**src/rtl/mc_control.sv**
```systemverilog
// mc_control: multi-cycle control FSM for the 16-bit TSC CPU.
// Sequences IF/ID/EX/MEM/WB/HALT, drives every datapath enable and the ALU
// function code, and handshakes with instruction and data memory.
// Optional build macro: INST_COUNT_EN enables the retired-instruction
// counter on num_inst; without it num_inst is tied to zero.
module mc_control #(
   parameter int WORD_SIZE = 16,
   parameter int CNT_WIDTH = 16
) (
   input  logic                 clk,
   input  logic                 reset_n,
   input  logic [WORD_SIZE-1:0] instr,
   input  logic                 i_ready,
   input  logic                 d_ready,
   output logic                 i_read,
   output logic                 d_read,
   output logic                 d_write,
   output logic                 ir_write,
   output logic                 pc_write,
   output logic                 pc_write_cond,
   output logic [1:0]           pc_src,
   output logic                 alu_src_a,
   output logic [1:0]           alu_src_b,
   output logic [3:0]           alu_func,
   output logic                 reg_write,
   output logic [1:0]           reg_dst,
   output logic                 mem_to_reg,
   output logic                 output_port_en,
   output logic                 is_halted,
   output logic [CNT_WIDTH-1:0] num_inst
);

   // Opcode field values
   localparam logic [3:0] OP_BNE   = 4'd0;
   localparam logic [3:0] OP_BEQ   = 4'd1;
   localparam logic [3:0] OP_BGZ   = 4'd2;
   localparam logic [3:0] OP_BLZ   = 4'd3;
   localparam logic [3:0] OP_ADI   = 4'd4;
   localparam logic [3:0] OP_ORI   = 4'd5;
   localparam logic [3:0] OP_LHI   = 4'd6;
   localparam logic [3:0] OP_LWD   = 4'd7;
   localparam logic [3:0] OP_SWD   = 4'd8;
   localparam logic [3:0] OP_JMP   = 4'd9;
   localparam logic [3:0] OP_JAL   = 4'd10;
   localparam logic [3:0] OP_RTYPE = 4'd15;

   // Function field values for opcode 15 control instructions
   localparam logic [5:0] FN_ALU_MAX = 6'd7;
   localparam logic [5:0] FN_JPR     = 6'd25;
   localparam logic [5:0] FN_JRL     = 6'd26;
   localparam logic [5:0] FN_WWD     = 6'd28;
   localparam logic [5:0] FN_HLT     = 6'd29;

   // ALU function codes consumed by the datapath ALU
   localparam logic [3:0] FUNC_ADD = 4'd0;
   localparam logic [3:0] FUNC_ORR = 4'd3;
   localparam logic [3:0] FUNC_LHI = 4'd8;
   localparam logic [3:0] FUNC_BNE = 4'd9;
   localparam logic [3:0] FUNC_BEQ = 4'd10;
   localparam logic [3:0] FUNC_BGZ = 4'd11;
   localparam logic [3:0] FUNC_BLZ = 4'd12;

   typedef enum logic [2:0] {
      S_IF   = 3'd0,
      S_ID   = 3'd1,
      S_EX   = 3'd2,
      S_MEM  = 3'd3,
      S_WB   = 3'd4,
      S_HALT = 3'd5
   } state_t;

   state_t state;
   state_t state_next;

   logic [3:0] op;
   logic [5:0] func;
   logic [5:0] unused_fields;

   assign op            = instr[15:12];
   assign func          = instr[5:0];
   assign unused_fields = instr[11:6];

   logic is_ralu, is_adi, is_ori, is_lhi, is_lwd, is_swd, is_branch;
   logic is_jmp, is_jal, is_jpr, is_jrl, is_wwd, is_hlt, is_undef;

   // Classify the instruction held in IR
   always_comb begin
      is_ralu   = (op == OP_RTYPE) && (func <= FN_ALU_MAX);
      is_adi    = (op == OP_ADI);
      is_ori    = (op == OP_ORI);
      is_lhi    = (op == OP_LHI);
      is_lwd    = (op == OP_LWD);
      is_swd    = (op == OP_SWD);
      is_branch = (op == OP_BNE) || (op == OP_BEQ) || (op == OP_BGZ) || (op == OP_BLZ);
      is_jmp    = (op == OP_JMP);
      is_jal    = (op == OP_JAL);
      is_jpr    = (op == OP_RTYPE) && (func == FN_JPR);
      is_jrl    = (op == OP_RTYPE) && (func == FN_JRL);
      is_wwd    = (op == OP_RTYPE) && (func == FN_WWD);
      is_hlt    = (op == OP_RTYPE) && (func == FN_HLT);
      is_undef  = !(is_ralu || is_adi || is_ori || is_lhi || is_lwd || is_swd ||
                    is_branch || is_jmp || is_jal || is_jpr || is_jrl ||
                    is_wwd || is_hlt);
   end

   // Next-state selection; instructions that finish early return straight to IF
   always_comb begin
      state_next = state;
      case (state)
         S_IF: begin
            if (i_ready) state_next = S_ID;
         end
         S_ID: begin
            if (is_hlt)
               state_next = S_HALT;
            else if (is_jmp || is_jal || is_jpr || is_jrl || is_undef)
               state_next = S_IF;
            else
               state_next = S_EX;
         end
         S_EX: begin
            if (is_branch || is_wwd)
               state_next = S_IF;
            else if (is_lwd || is_swd)
               state_next = S_MEM;
            else
               state_next = S_WB;
         end
         S_MEM: begin
            if (d_ready) state_next = is_lwd ? S_WB : S_IF;
         end
         S_WB:    state_next = S_IF;
         S_HALT:  state_next = S_HALT;
         default: state_next = S_IF;
      endcase
   end

   // State register; HALT is left only through reset
   always_ff @(posedge clk or negedge reset_n) begin
      if (!reset_n) state <= S_IF;
      else          state <= state_next;
   end

`ifdef INST_COUNT_EN
   logic                 retire;
   logic [CNT_WIDTH-1:0] inst_cnt;

   assign retire = (state != S_IF) && (state != S_HALT) &&
                   ((state_next == S_IF) || (state_next == S_HALT));

   // Retired-instruction counter, wraps naturally at its width
   always_ff @(posedge clk or negedge reset_n) begin
      if (!reset_n)    inst_cnt <= '0;
      else if (retire) inst_cnt <= inst_cnt + CNT_WIDTH'(1);
   end

   assign num_inst = inst_cnt;
`else
   assign num_inst = '0;
`endif

   logic       i_read_d, d_read_d, d_write_d, ir_write_d, pc_write_d;
   logic       pc_write_cond_d, alu_src_a_d, reg_write_d, mem_to_reg_d;
   logic       output_port_en_d, is_halted_d;
   logic [1:0] pc_src_d, alu_src_b_d, reg_dst_d;
   logic [3:0] alu_func_d;

   // Output decode from state and IR fields; IR only becomes valid in ID, so
   // these cannot be registered a cycle early. IF qualifies the IR/PC latch
   // with the fetch ack.
   always_comb begin
      i_read_d         = 1'b0;
      d_read_d         = 1'b0;
      d_write_d        = 1'b0;
      ir_write_d       = 1'b0;
      pc_write_d       = 1'b0;
      pc_write_cond_d  = 1'b0;
      pc_src_d         = 2'd0;
      alu_src_a_d      = 1'b0;
      alu_src_b_d      = 2'd0;
      alu_func_d       = FUNC_ADD;
      reg_write_d      = 1'b0;
      reg_dst_d        = 2'd0;
      mem_to_reg_d     = 1'b0;
      output_port_en_d = 1'b0;
      is_halted_d      = 1'b0;
      case (state)
         S_IF: begin
            i_read_d    = 1'b1;
            alu_src_b_d = 2'd1;
            if (i_ready) begin
               ir_write_d = 1'b1;
               pc_write_d = 1'b1;
            end
         end
         S_ID: begin
            // Precompute PC + sext(imm8) into ALUOut for a possible branch
            alu_src_b_d = 2'd2;
            if (is_jmp || is_jal) begin
               pc_write_d = 1'b1;
               pc_src_d   = 2'd2;
            end
            if (is_jpr || is_jrl) begin
               pc_write_d = 1'b1;
               pc_src_d   = 2'd3;
            end
            if (is_jal || is_jrl) begin
               reg_write_d = 1'b1;
               reg_dst_d   = 2'd2;
            end
         end
         S_EX: begin
            if (is_ralu) begin
               alu_src_a_d = 1'b1;
               alu_func_d  = func[3:0];
            end
            if (is_adi || is_lwd || is_swd) begin
               alu_src_a_d = 1'b1;
               alu_src_b_d = 2'd2;
            end
            if (is_ori) begin
               alu_src_a_d = 1'b1;
               alu_src_b_d = 2'd3;
               alu_func_d  = FUNC_ORR;
            end
            if (is_lhi) begin
               alu_src_a_d = 1'b1;
               alu_src_b_d = 2'd3;
               alu_func_d  = FUNC_LHI;
            end
            if (is_branch) begin
               alu_src_a_d     = 1'b1;
               pc_write_cond_d = 1'b1;
               pc_src_d        = 2'd1;
               case (op)
                  OP_BNE:  alu_func_d = FUNC_BNE;
                  OP_BEQ:  alu_func_d = FUNC_BEQ;
                  OP_BGZ:  alu_func_d = FUNC_BGZ;
                  default: alu_func_d = FUNC_BLZ;
               endcase
            end
            if (is_wwd) output_port_en_d = 1'b1;
         end
         S_MEM: begin
            d_read_d  = is_lwd;
            d_write_d = is_swd;
         end
         S_WB: begin
            reg_write_d  = 1'b1;
            reg_dst_d    = is_ralu ? 2'd1 : 2'd0;
            mem_to_reg_d = is_lwd;
         end
         S_HALT: begin
            is_halted_d = 1'b1;
         end
         default: ;
      endcase
   end

   // Reset forces every output low immediately, including in-flight requests
   assign i_read         = reset_n & i_read_d;
   assign d_read         = reset_n & d_read_d;
   assign d_write        = reset_n & d_write_d;
   assign ir_write       = reset_n & ir_write_d;
   assign pc_write       = reset_n & pc_write_d;
   assign pc_write_cond  = reset_n & pc_write_cond_d;
   assign pc_src         = reset_n ? pc_src_d    : 2'd0;
   assign alu_src_a      = reset_n & alu_src_a_d;
   assign alu_src_b      = reset_n ? alu_src_b_d : 2'd0;
   assign alu_func       = reset_n ? alu_func_d  : 4'd0;
   assign reg_write      = reset_n & reg_write_d;
   assign reg_dst        = reset_n ? reg_dst_d   : 2'd0;
   assign mem_to_reg     = reset_n & mem_to_reg_d;
   assign output_port_en = reset_n & output_port_en_d;
   assign is_halted      = reset_n & is_halted_d;

endmodule

```
**config.mk**
```make
export PLATFORM = sky130hd
export DESIGN_NAME = mc_control
export DESIGN_NICKNAME = d
export VERILOG_FILES = /design/src/rtl/mc_control.sv
export SDC_FILE = /design/constraint.sdc
export NUM_CORES = 1
export LEC_CHECK = 0
export CAP_MARGIN = 20
export CORE_MARGIN = 2
export CORE_UTILIZATION = 31
export CTS_BUF_LIST = sky130_fd_sc_hd__clkbuf_2
export CTS_CLUSTER_SIZE = 28
export DETAILED_ROUTE_END_ITERATION = 6
export GPL_ROUTABILITY_DRIVEN = 0
export PLACE_DENSITY = 0.71
export SLEW_MARGIN = 20
export SYNTH_ARGS = -nofsm -noshare
export SYNTH_HDL_FRONTEND = slang
export SYNTH_SLANG_ARGS = --single-unit
```
**constraint.sdc**
```tcl
create_clock -name clk -period 1.9 [get_ports clk]
set_input_delay 0.285 -clock clk [delete_from_list [all_inputs] [get_ports clk]]
set_output_delay 0.285 -clock clk [all_outputs]
set_load 0.01 [all_outputs]
```
==> flow_metrics.py <==
metrics = {
    "floorplan": {
        "die_w_um": 56.7,
        "placementRows": 19,
        "core_area_sq_um": 2690,
        "pin_count": 57,
        "die-area_sq_um": 3210,
        "die_h_um": 56.7,
        "initial_utilization_pct": 32.0,
    },
    "grt": {
        "grt_max_degree": 15,
        "grt_pass1_wl_mm": 4.40,
        "grt_pass1_vias": 1030,
        "gr-total-overflow": 0,
        "grt_util_all_layers_pct": 17.3,
        "antenna_found_initial": 0,
    },
    "cells_and_area": {
        "reg_top3": "state: 3 flops",
        "antennaDiodeCount": 0,
        "multi_input_area_sq_um": 744,
        "syn2layout_area_growth_pct": 75.8,
        "final_area_sq_um": 1510,
        "drive_gt1_share_pct": 45.4,
        "regArea_sq_um": 77.6,
        "n_fill_cell": 256,
        "largest_reg_flops": 3,
        "largest_register": "state",
        "final_cells": 216,
        "nets": 206,
        "final_util_pct": 56.3,
    },
    "yosys": {
        "synth_top_flop_cell": "dfrtp_1",
        "synth_common_cells": "buf_4, nand2_1, nor2_1, nor3_1",
        "yosysMostFrequentCell": "buf_4",
        "async_flop_share_pct": 100,
        "ys_types": 45,
        "synth-edff-count": 0,
        "synth_top_cell_by_area": "buf_4",
        "yosys_warnings": 0,
        "syn-mean-instance-area_sq_um": 7.61,
        "syn_area_sq_um": 860,
        "ys_ff_latch": 3,
        "yosysSeqAreaShare_pct": 8.73,
        "yosysTopAreaCellShare_pct": 14.8,
        "synth.area.top_cells": "buf_4, dfrtp_1, o311ai_2, nor2b_1, nor3_1",
        "syn_inst": 113,
    },
    "drt": {
        "drt_iter0_drc": 22,
        "route.antenna.remaining_nets": 0,
        "vias": 1071,
        "drt_pass1_iterations": 4,
        "wirelength_mm": 2.78,
        "drc": 0,
        "avgRoutedWirePerCell_um": 12.9,
        "avgViaCountPerCell": 4.96,
    },
    "power_and_ir_drop": {
        "p_per_area_nw_per_um2": 621,
        "p_total_uw": 939,
        "leakagePower_nw": 0.774,
        "peakVddDrop_mv": 0.554,
    },
    "clock_network": {
        "root_buffer": "clkbuf_2",
        "clock_sinks": 3,
        "clkLatencyLatePin_ns": 0.20,
        "h-tree-depth": 1,
        "cts_inserted_buffers": 3,
        "clk_pin_slew_ns": 0.04,
        "clock_path_buffers": 2,
        "cts_tree": "yes",
    },
    "sta": {
        "layout_worst_path_cycle_share_pct": 99.3,
        "finalSetupTns_ns": 0,
        "fin_crit_ns": 1.89,
        "final_hold_viol_count": 0,
        "finalSetupViolCount": 0,
        "slew_viol_final": 0,
        "timing.fmax_mhz": 530,
        "finClkSkew_ns": 0.00166,
    },
    "critical_path": {
        "cp.required_ns": 1.62,
        "path_class": "in -> out",
        "cp-start-kind": "input pin",
        "cp-end-kind": "output port",
        "arrival_ns": 1.60,
        "path_max_fanout": 14,
        "r2r_setup_slack_ns": 0.34,
    },
    "min_path": {
        "hp-class": "in -> async",
    },
    "status": {
        "status": "finished clean",
    },
    "flow_run": {
        "maxCapViolCount": 0,
    },
    "placed_design": {
        "place_area_sq_um": 1430,
        "io_buffer_count": 34,
        "dp.cells": 208,
        "hpwl_mm": 2.13,
    },
}
## path summary, 6_finish.rpt
path,start,endpoint,cells past startpoint
setup / recovery,instr[12],alu_func[1],7
hold / removal,reset_n,state[0],2
setup reg to reg,state[0],state[2],6
hold reg to reg,state[2],state[1],2
max in group asynchronous,reset_n,state[2],2
min in group clk,state[2],state[1],2
## cells by family after synthesis
logic type | count (synthesis) | share of synthesized area, %
xor+xnor | 2 | 2.04
flops | 3 | 8.73
simple gates | 55 | 43.5
other cells | 1 | 0.436
compound gates | 25 | 23.6
buf+inv | 27 | 21.7
## worst max-delay path, stage by stage
cell           delay, ns
dlygate4sd2_1       0.26
buf_12              0.15
nand2b_1            0.20
nor3_1              0.28
a21oi_2             0.06
nor2_1              0.10
dlygate4sd2_1       0.27
## metal layers
metal	global-route usage, %	wire length (um)	up-vias
met5	0	0	-
met4	7.14	14	0
met3	2.30	109	2
met2	33.4	1650	35
met1	18.3	1010	507
li1	-	-	527
## cell type report
| cell class | count | area share (%) |
|---|---|---|
| clock buffers | 4 | 1.32 |
| inverters | 3 | 0.745 |
| multi-input cells | 98 | 49.3 |
| flip-flops and latches | 3 | 5.13 |
| well taps | 31 | 2.57 |
| repair buffers | 77 | 41.0 |
## layout by cell type, fill, tap and decap left out, types with 2 or more instances in the layout
cell type	instances
a41o_1	2
a21o_1	2
o21ai_1	4
and4_1	3
buf_2	3
clkdlybuf4s15_2	2
inv_1	3
and2_1	2
dfrtp_2	2
dlygate4sd2_1	20
nor2b_1	4
clkdlybuf4s50_1	2
nand3b_1	2
nor3b_1	2
nor4_2	4
nor3_2	3
nor3_1	3
nor2_1	6
clkbuf_2	9
or3_4	2
or3_1	2
nor2b_2	2
conb_1	16
a21oi_1	2
nand2_1	7
buf_4	41
nand2b_1	3
## metrics by stage
step                worst slack, ns  hold slack [ns]
CTS                         0.00147            0.136
global route                -0.0645            0.172
floorplan                     0.193          -0.0106
finish                       0.0135            0.155
global placement             -0.535            0.634
detailed placement           -0.557            0.632
## power by group
part           leakage [nW]  switching, mW  internal [mW]  total (mW)
Combinational         0.721          0.334          0.380       0.714
Clock                0.0166         0.0330         0.0556      0.0886
Sequential           0.0365         0.0413         0.0949       0.136
## repair_timing
action | in CTS | in global routing
endpoints found under the setup margin | 22 | 12
setup buffers | 1 | 3
gates cloned | 0 | 0
pin swaps | 5 | 3
resized for setup | 59 | 18
hold buffers | 0 | 0
Note: power is estimated with default switching activity, not from simulation.
